[config.mk]
export PLATFORM = sky130hd
export DESIGN_NAME = pattern_ramp_gen
export DESIGN_NICKNAME = d
export VERILOG_FILES = /design/src/rtl/pattern_ramp_gen.sv
export SDC_FILE = /design/constraint.sdc
export NUM_CORES = 1
export LEC_CHECK = 0
export ABC_AREA = 0
export CAP_MARGIN = 20
export CORE_MARGIN = 10
export CORE_UTILIZATION = 32
export DETAILED_ROUTE_END_ITERATION = 8
export PLACE_DENSITY = 0.62
export SLEW_MARGIN = 40
export SYNTH_ARGS = -nofsm -noshare
export SYNTH_HDL_FRONTEND = slang
export SYNTH_SLANG_ARGS = --single-unit
export TNS_END_PERCENT = 100
[constraint.sdc]
create_clock -name clk -period 3 [get_ports clk]
set_clock_uncertainty 0.15 [all_clocks]
set_input_delay 0.6 -clock clk [delete_from_list [all_inputs] [get_ports clk]]
set_output_delay 0.6 -clock clk [all_outputs]
set_load 0.02 [all_outputs]
[src/rtl/pattern_ramp_gen.sv]
// Programmable-step ramp generator for the pattern DAC word: saturate, wrap, triangle and hold.
// Optional macro PATTERN_RAMP_GEN_LIMIT_EN adds a limit port that sets the top code.
module pattern_ramp_gen #(
  parameter int WIDTH  = 12,
  parameter int STEP_W = 11
) (
  input  logic              clk,
  input  logic              rst,
  input  logic              ramp_enb,
  input  logic              delta,
  input  logic [STEP_W-1:0] step,
  input  logic [1:0]        mode,
`ifdef PATTERN_RAMP_GEN_LIMIT_EN
  input  logic [WIDTH-1:0]  limit,
`endif
  output logic [WIDTH-1:0]  out,
  output logic              dir_down,
  output logic              wrap,
  output logic              sat
);

  typedef enum logic [1:0] {
    MODE_SAT  = 2'b00,
    MODE_WRAP = 2'b01,
    MODE_TRI  = 2'b10,
    MODE_HOLD = 2'b11
  } mode_e;

  mode_e            mode_w;
  logic [WIDTH-1:0] out_q, out_d;
  logic             dir_q, dir_d;
  logic             wrap_q, wrap_d;
  logic             delta_q;
  logic             adv;
  logic [WIDTH-1:0] top;
  logic [WIDTH-1:0] step_ext;
  logic [WIDTH-1:0] s;
  logic             over_top;
  logic [WIDTH:0]   sum;
  logic [WIDTH:0]   top_ext;
  logic [WIDTH:0]   wrap_sum;

  assign mode_w   = mode_e'(mode);
  assign step_ext = WIDTH'(step);

`ifdef PATTERN_RAMP_GEN_LIMIT_EN
  assign top      = limit;
  assign s        = (step_ext > top) ? top : step_ext;
  // out can sit above top only after limit has been lowered under it.
  assign over_top = (out_q > top);
`else
  assign top      = '1;
  assign s        = step_ext;
  assign over_top = 1'b0;
`endif

  assign top_ext  = {1'b0, top};
  assign sum      = {1'b0, out_q} + {1'b0, s};
  assign wrap_sum = sum - (top_ext + {{WIDTH{1'b0}}, 1'b1});
  assign adv      = delta & ~delta_q;

  always_comb begin
    out_d  = out_q;
    dir_d  = dir_q;
    wrap_d = 1'b0;
    if (!ramp_enb) begin
      out_d = '0;
      dir_d = 1'b0;
    end else if (adv) begin
      unique case (mode_w)
        MODE_SAT: begin
          if (over_top || sum >= top_ext) out_d = top;
          else                            out_d = sum[WIDTH-1:0];
        end
        MODE_WRAP: begin
          if (over_top) begin
            out_d  = '0;
            wrap_d = 1'b1;
          end else if (sum > top_ext) begin
            out_d  = wrap_sum[WIDTH-1:0];
            wrap_d = 1'b1;
          end else begin
            out_d = sum[WIDTH-1:0];
          end
        end
        MODE_TRI: begin
          if (over_top) begin
            out_d = top;
            dir_d = 1'b1;
          end else if (!dir_q) begin
            if (sum >= top_ext) begin
              out_d  = top;
              dir_d  = 1'b1;
              wrap_d = 1'b1;
            end else begin
              out_d = sum[WIDTH-1:0];
            end
          end else begin
            // Descending: landing on or below zero turns the ramp back up.
            if (out_q <= s) begin
              out_d  = '0;
              dir_d  = 1'b0;
              wrap_d = 1'b1;
            end else begin
              out_d = out_q - s;
            end
          end
        end
        MODE_HOLD: begin
          out_d = out_q;
        end
        default: begin
          out_d = out_q;
        end
      endcase
    end
  end

  always_ff @(posedge clk) begin
    if (rst) begin
      out_q   <= '0;
      dir_q   <= 1'b0;
      wrap_q  <= 1'b0;
      delta_q <= 1'b0;
    end else begin
      out_q   <= out_d;
      dir_q   <= dir_d;
      wrap_q  <= wrap_d;
      delta_q <= delta;
    end
  end

  assign out      = out_q;
  assign dir_down = dir_q;
  assign wrap     = wrap_q;
  assign sat      = (mode_w == MODE_SAT) && (out_q == top);

endmodule

==> impl_metrics.json, run 1 <==
{
  "hp-start": "delta_q$_SDFF_PP0_",
  "rrSetupSlack_ns": 0.08,
  "grt_max_degree": 12,
  "critPathCaptureType": "flip-flop",
  "yosysWarnings": 0,
  "drive_gt1_share_pct": 47.60,
  "wl_mm": 9.015,
  "drt_iter0_markers": 206,
  "root_buffer": "clkbuf_8",
  "postSynthCellCount": 314,
  "hold_violations": 0,
  "ys_seq_elements": 15,
  "cpMaxStageDelayCell": "fa_2",
  "synth_nets": 359,
  "overflow": 0,
  "fin_crit_ns": 2.954,
  "grt.total_usage_pct": 15.43,
  "setup_viol": 0,
  "cts_tree": "built",
  "power.leakage_nw": 1.722,
  "place_area_um2": 3477,
  "path_buf_inv": 3,
  "holdPathEnd": "wrap$_SDFF_PP0_",
  "grt_pass1_vias": 2964,
  "slew_viol_final": 0,
  "synth-edff-count": 0,
  "yosysSeqAreaShare_pct": 13.26,
  "hp-class": "reg -> reg",
  "critPathMaxFanout": 5,
  "io_buffers": 31,
  "synthArstFlopShare_pct": 0,
  "boundaryPins": 32,
  "ant_nets": 0,
  "syn2layout_area_growth_pct": 81.33,
  "initial_utilization_pct": 33.15,
  "cts.reportedPaths.clkPinSlew_ns": 0.07,
  "crit_type": "in -> reg",
  "max_freq_mhz": 338.5,
  "htreeDepth": 1,
  "crit-reg2reg-launch": "out[1]$_SDFFE_PP0P_",
  "cts_sinks": 15,
  "rows": 30,
  "reg2reg_to": "out[9]$_SDFFE_PP0P_",
  "fin_nets": 504,
  "die_y_um": 104.1,
  "worst_pin_slew_ns": 0.5636,
  "grt_pass1_wl_mm": 14.19,
  "core_area_um2": 6832,
  "rsz0062_at_grt": "yes",
  "required_ns": 3.03,
  "max-vdd-ir-drop_mv": 0.2074,
  "start_kind": "input port",
  "netlist_area_um2": 2265,
  "crit_chain": "buf_8 > buf_6 > fa_2 > nor2b_4 > o21a_1 > or3_4 > a2111oi_4 > o2111ai_2 > o21ai_2 > buf_6 > nand2_8 > a21oi_2",
  "dpl.hpwl_mm": 6.895,
  "max_cap_viol_count": 0,
  "hold_slack_ns": 0.4425,
  "drt_drc_violations_left": 0,
  "relSlewSlack_pct": 62.31,
  "cp_slowest_stage_delay_ns": 0.39,
  "syn_area_per_cell_um2": 7.212,
  "setup_tns_ns": 0,
  "fin_area_um2": 4106,
  "arrival_ns": 2.98,
  "drt-wirelength-per-cell_um": 16.27,
  "grt_antenna_before_repair": 0,
  "synth-main-ff-cell": "dfxtp_1",
  "crit_top_cell": "buf_6",
  "cts_made_buffers": 3,
  "gp_congestion": 0.9281,
  "die_w_um": 104.1,
  "clk_latency_ns": 0.25,
  "rr_worst_depth": 11,
  "p_per_area_nw_per_um2": 208.6,
  "cts_max_path_buffers": 2,
  "firstDrtPassIters": 4,
  "outcome": "complete, no violations",
  "crit_family": "compound AO/OA/AOI/OAI gates",
  "fin_crit_sh_pct": 98.48,
  "n_antenna_cell": 0,
  "synthDistinctLibCells": 63,
  "die_area_um2": 10840,
  "via_per_inst": 5.390,
  "via_count": 2986,
  "min_path_cells": 3
}
sequential cells by signal, summed over array words and instances, names as in the netlist:
register / cells
delta_q: 1
dir_down: 1
out: 12
wrap: 1
per-stage QoR:
| step | instances | setup slack, ns | utilization [%] | power (W) |
|---|---|---|---|---|
| final | 554 | 0.04571 | 60.11 | 0.0008567 |
| after detailed placement | 534 | -0.7544 | 50.90 | 0.0005928 |
| after global placement | 534 | -0.7645 | 50.90 | 0.0005875 |
| after floorplan | 314 | -0.01993 | - | 0.0004027 |
| after CTS | 549 | -0.01938 | 57.34 | 0.0008212 |
| after global routing | 554 | -0.05521 | 60.11 | 0.0009028 |
layout by cell type (no fill, tap or decap), types with 4 or more instances in the layout:
cell type	count
dfxtp_1	11
nand3_1	7
nand2b_1	7
nor3_1	8
buf_6	12
nand4_1	6
inv_1	15
nor2b_1	9
clkdlybuf4s50_1	19
a31oi_1	4
buf_4	114
a21oi_2	4
dlygate4sd2_1	5
nand2_1	16
ha_4	12
inv_2	10
a21oi_1	18
o21ai_1	6
ha_1	11
dfxtp_2	4
nor2_1	25
o21ai_0	13
a211oi_1	7
cell type report:
| type | instances | area, um^2 |
|---|---|---|
| inverters | 25 | 93.84 |
| clock inverters | 1 | 5.005 |
| multi-input cells | 258 | 2270 |
| clock buffers | 3 | 41.29 |
| fillers | 618 | 2725 |
| repair buffers | 156 | 1271 |
| well taps | 96 | 120.1 |
| flip-flops and latches | 15 | 305.3 |
worst max path at each step:
stage	slack, ns	start	cells after the start	end
final	0.05	step[1]	12	out[9]$_SDFFE_PP0P_
after global routing	-0.06	step[1]	12	out[1]$_SDFFE_PP0P_
after CTS	-0.02	step[1]	12	out[1]$_SDFFE_PP0P_
after detailed placement	-0.75	step[0]	12	out[2]$_SDFFE_PP0P_
after global placement	-0.76	step[0]	12	out[8]$_SDFFE_PP0P_
after floorplan	-0.02	step[0]	10	out[1]$_SDFFE_PP0P_
power breakdown:
| part | switching (W) | total, W | leakage, nW | internal (W) |
|---|---|---|---|---|
| clock | 0.0000793 | 0.000171 | 0.0255 | 0.0000921 |
| combinational | 0.000231 | 0.000471 | 1.57 | 0.000240 |
| sequential | 0.00000866 | 0.000214 | 0.124 | 0.000205 |
routing by layer:
layer | vias to the layer above | GRT usage, % | wire length [um]
met3 | 12 | 2.850 | 541
met2 | 96 | 26.85 | 4522
met5 | - | 0 | 0
met4 | 0 | 4.573 | 187
li1 | 1458 | - | -
met1 | 1420 | 18.68 | 3763
cell usage after synthesis (2+ instances only):
| library cell | instances | share of area [%] |
|---|---|---|
| xnor2_1 | 4 | 1.5 |
| buf_2 | 5 | 1.1 |
| o32ai_1 | 3 | 1.2 |
| a22oi_1 | 2 | 0.66 |
| o2111ai_1 | 3 | 1.2 |
| a21o_1 | 3 | 0.99 |
| o21ai_2 | 2 | 0.77 |
| o31a_1 | 2 | 0.77 |
| nand3_1 | 8 | 1.8 |
| or3_1 | 2 | 0.55 |
| a32o_1 | 2 | 0.88 |
| or4_1 | 2 | 0.66 |
| inv_1 | 25 | 4.1 |
| clkbuf_1 | 10 | 1.7 |
| or2_2 | 3 | 0.83 |
| o22ai_1 | 4 | 1.1 |
| fa_1 | 2 | 1.8 |
| xor2_1 | 3 | 1.2 |
| and2_1 | 2 | 0.55 |
| o41ai_1 | 2 | 0.77 |
| a21oi_1 | 23 | 5.1 |
| a31oi_1 | 6 | 1.7 |
| ha_1 | 26 | 14 |
| o211ai_2 | 2 | 1.1 |
| dfxtp_1 | 15 | 13 |
| o211ai_1 | 3 | 0.99 |
| nor2_1 | 27 | 4.5 |
| nand4_1 | 6 | 1.7 |
| nand3b_1 | 3 | 0.99 |
| nor3b_1 | 2 | 0.66 |
| o21ai_0 | 19 | 4.2 |
| a32oi_1 | 2 | 0.77 |
| nand2_1 | 16 | 2.7 |
| o21a_1 | 3 | 0.99 |
| nor3_1 | 9 | 2.0 |
| a211o_1 | 2 | 0.77 |
| nor2b_1 | 15 | 4.1 |
| o31ai_1 | 4 | 1.3 |
| a221oi_1 | 2 | 0.77 |
| nand2b_1 | 8 | 2.2 |
| and3_1 | 3 | 0.83 |
| a211oi_1 | 8 | 2.7 |
logic make-up after synthesis:
| group | Yosys count | synth area share [%] |
|---|---|---|
| AOI/OAI and AO/OA | 110 | 34.20 |
| xor gates and xnor gates | 7 | 2.707 |
| adders and majority gates | 28 | 16.13 |
| buffers and inverters | 41 | 7.072 |
| DFF | 15 | 13.26 |
| and+or+nand+nor | 113 | 26.63 |
timing repair:
item	4_1_cts	5_1_grt
endpoints found under the setup margin	15	14
pin swaps	30	23
endpoints found under the hold margin	0	0
resized for setup	98	37
hold buffers	0	0
setup buffers	11	5
tightest hold or removal path, cell delays in order, from the launching register on:
cell,delay (ns)
dfxtp_1,0.31
nor2b_1,0.09
nand4_1,0.10
o21ai_1,0.06
Power figures use the tool's default switching activity.
==> inputs of run 2 (changes only) <==
--- a/config.mk
+++ b/config.mk
@@ -6,7 +6,6 @@
 export NUM_CORES = 1
 export LEC_CHECK = 0
 export ABC_AREA = 0
-export CAP_MARGIN = 20
 export CORE_MARGIN = 10
 export CORE_UTILIZATION = 32
 export DETAILED_ROUTE_END_ITERATION = 8
==> results of run 2 <==
The final DEF is identical to that of run 1; final timing and power are the same.
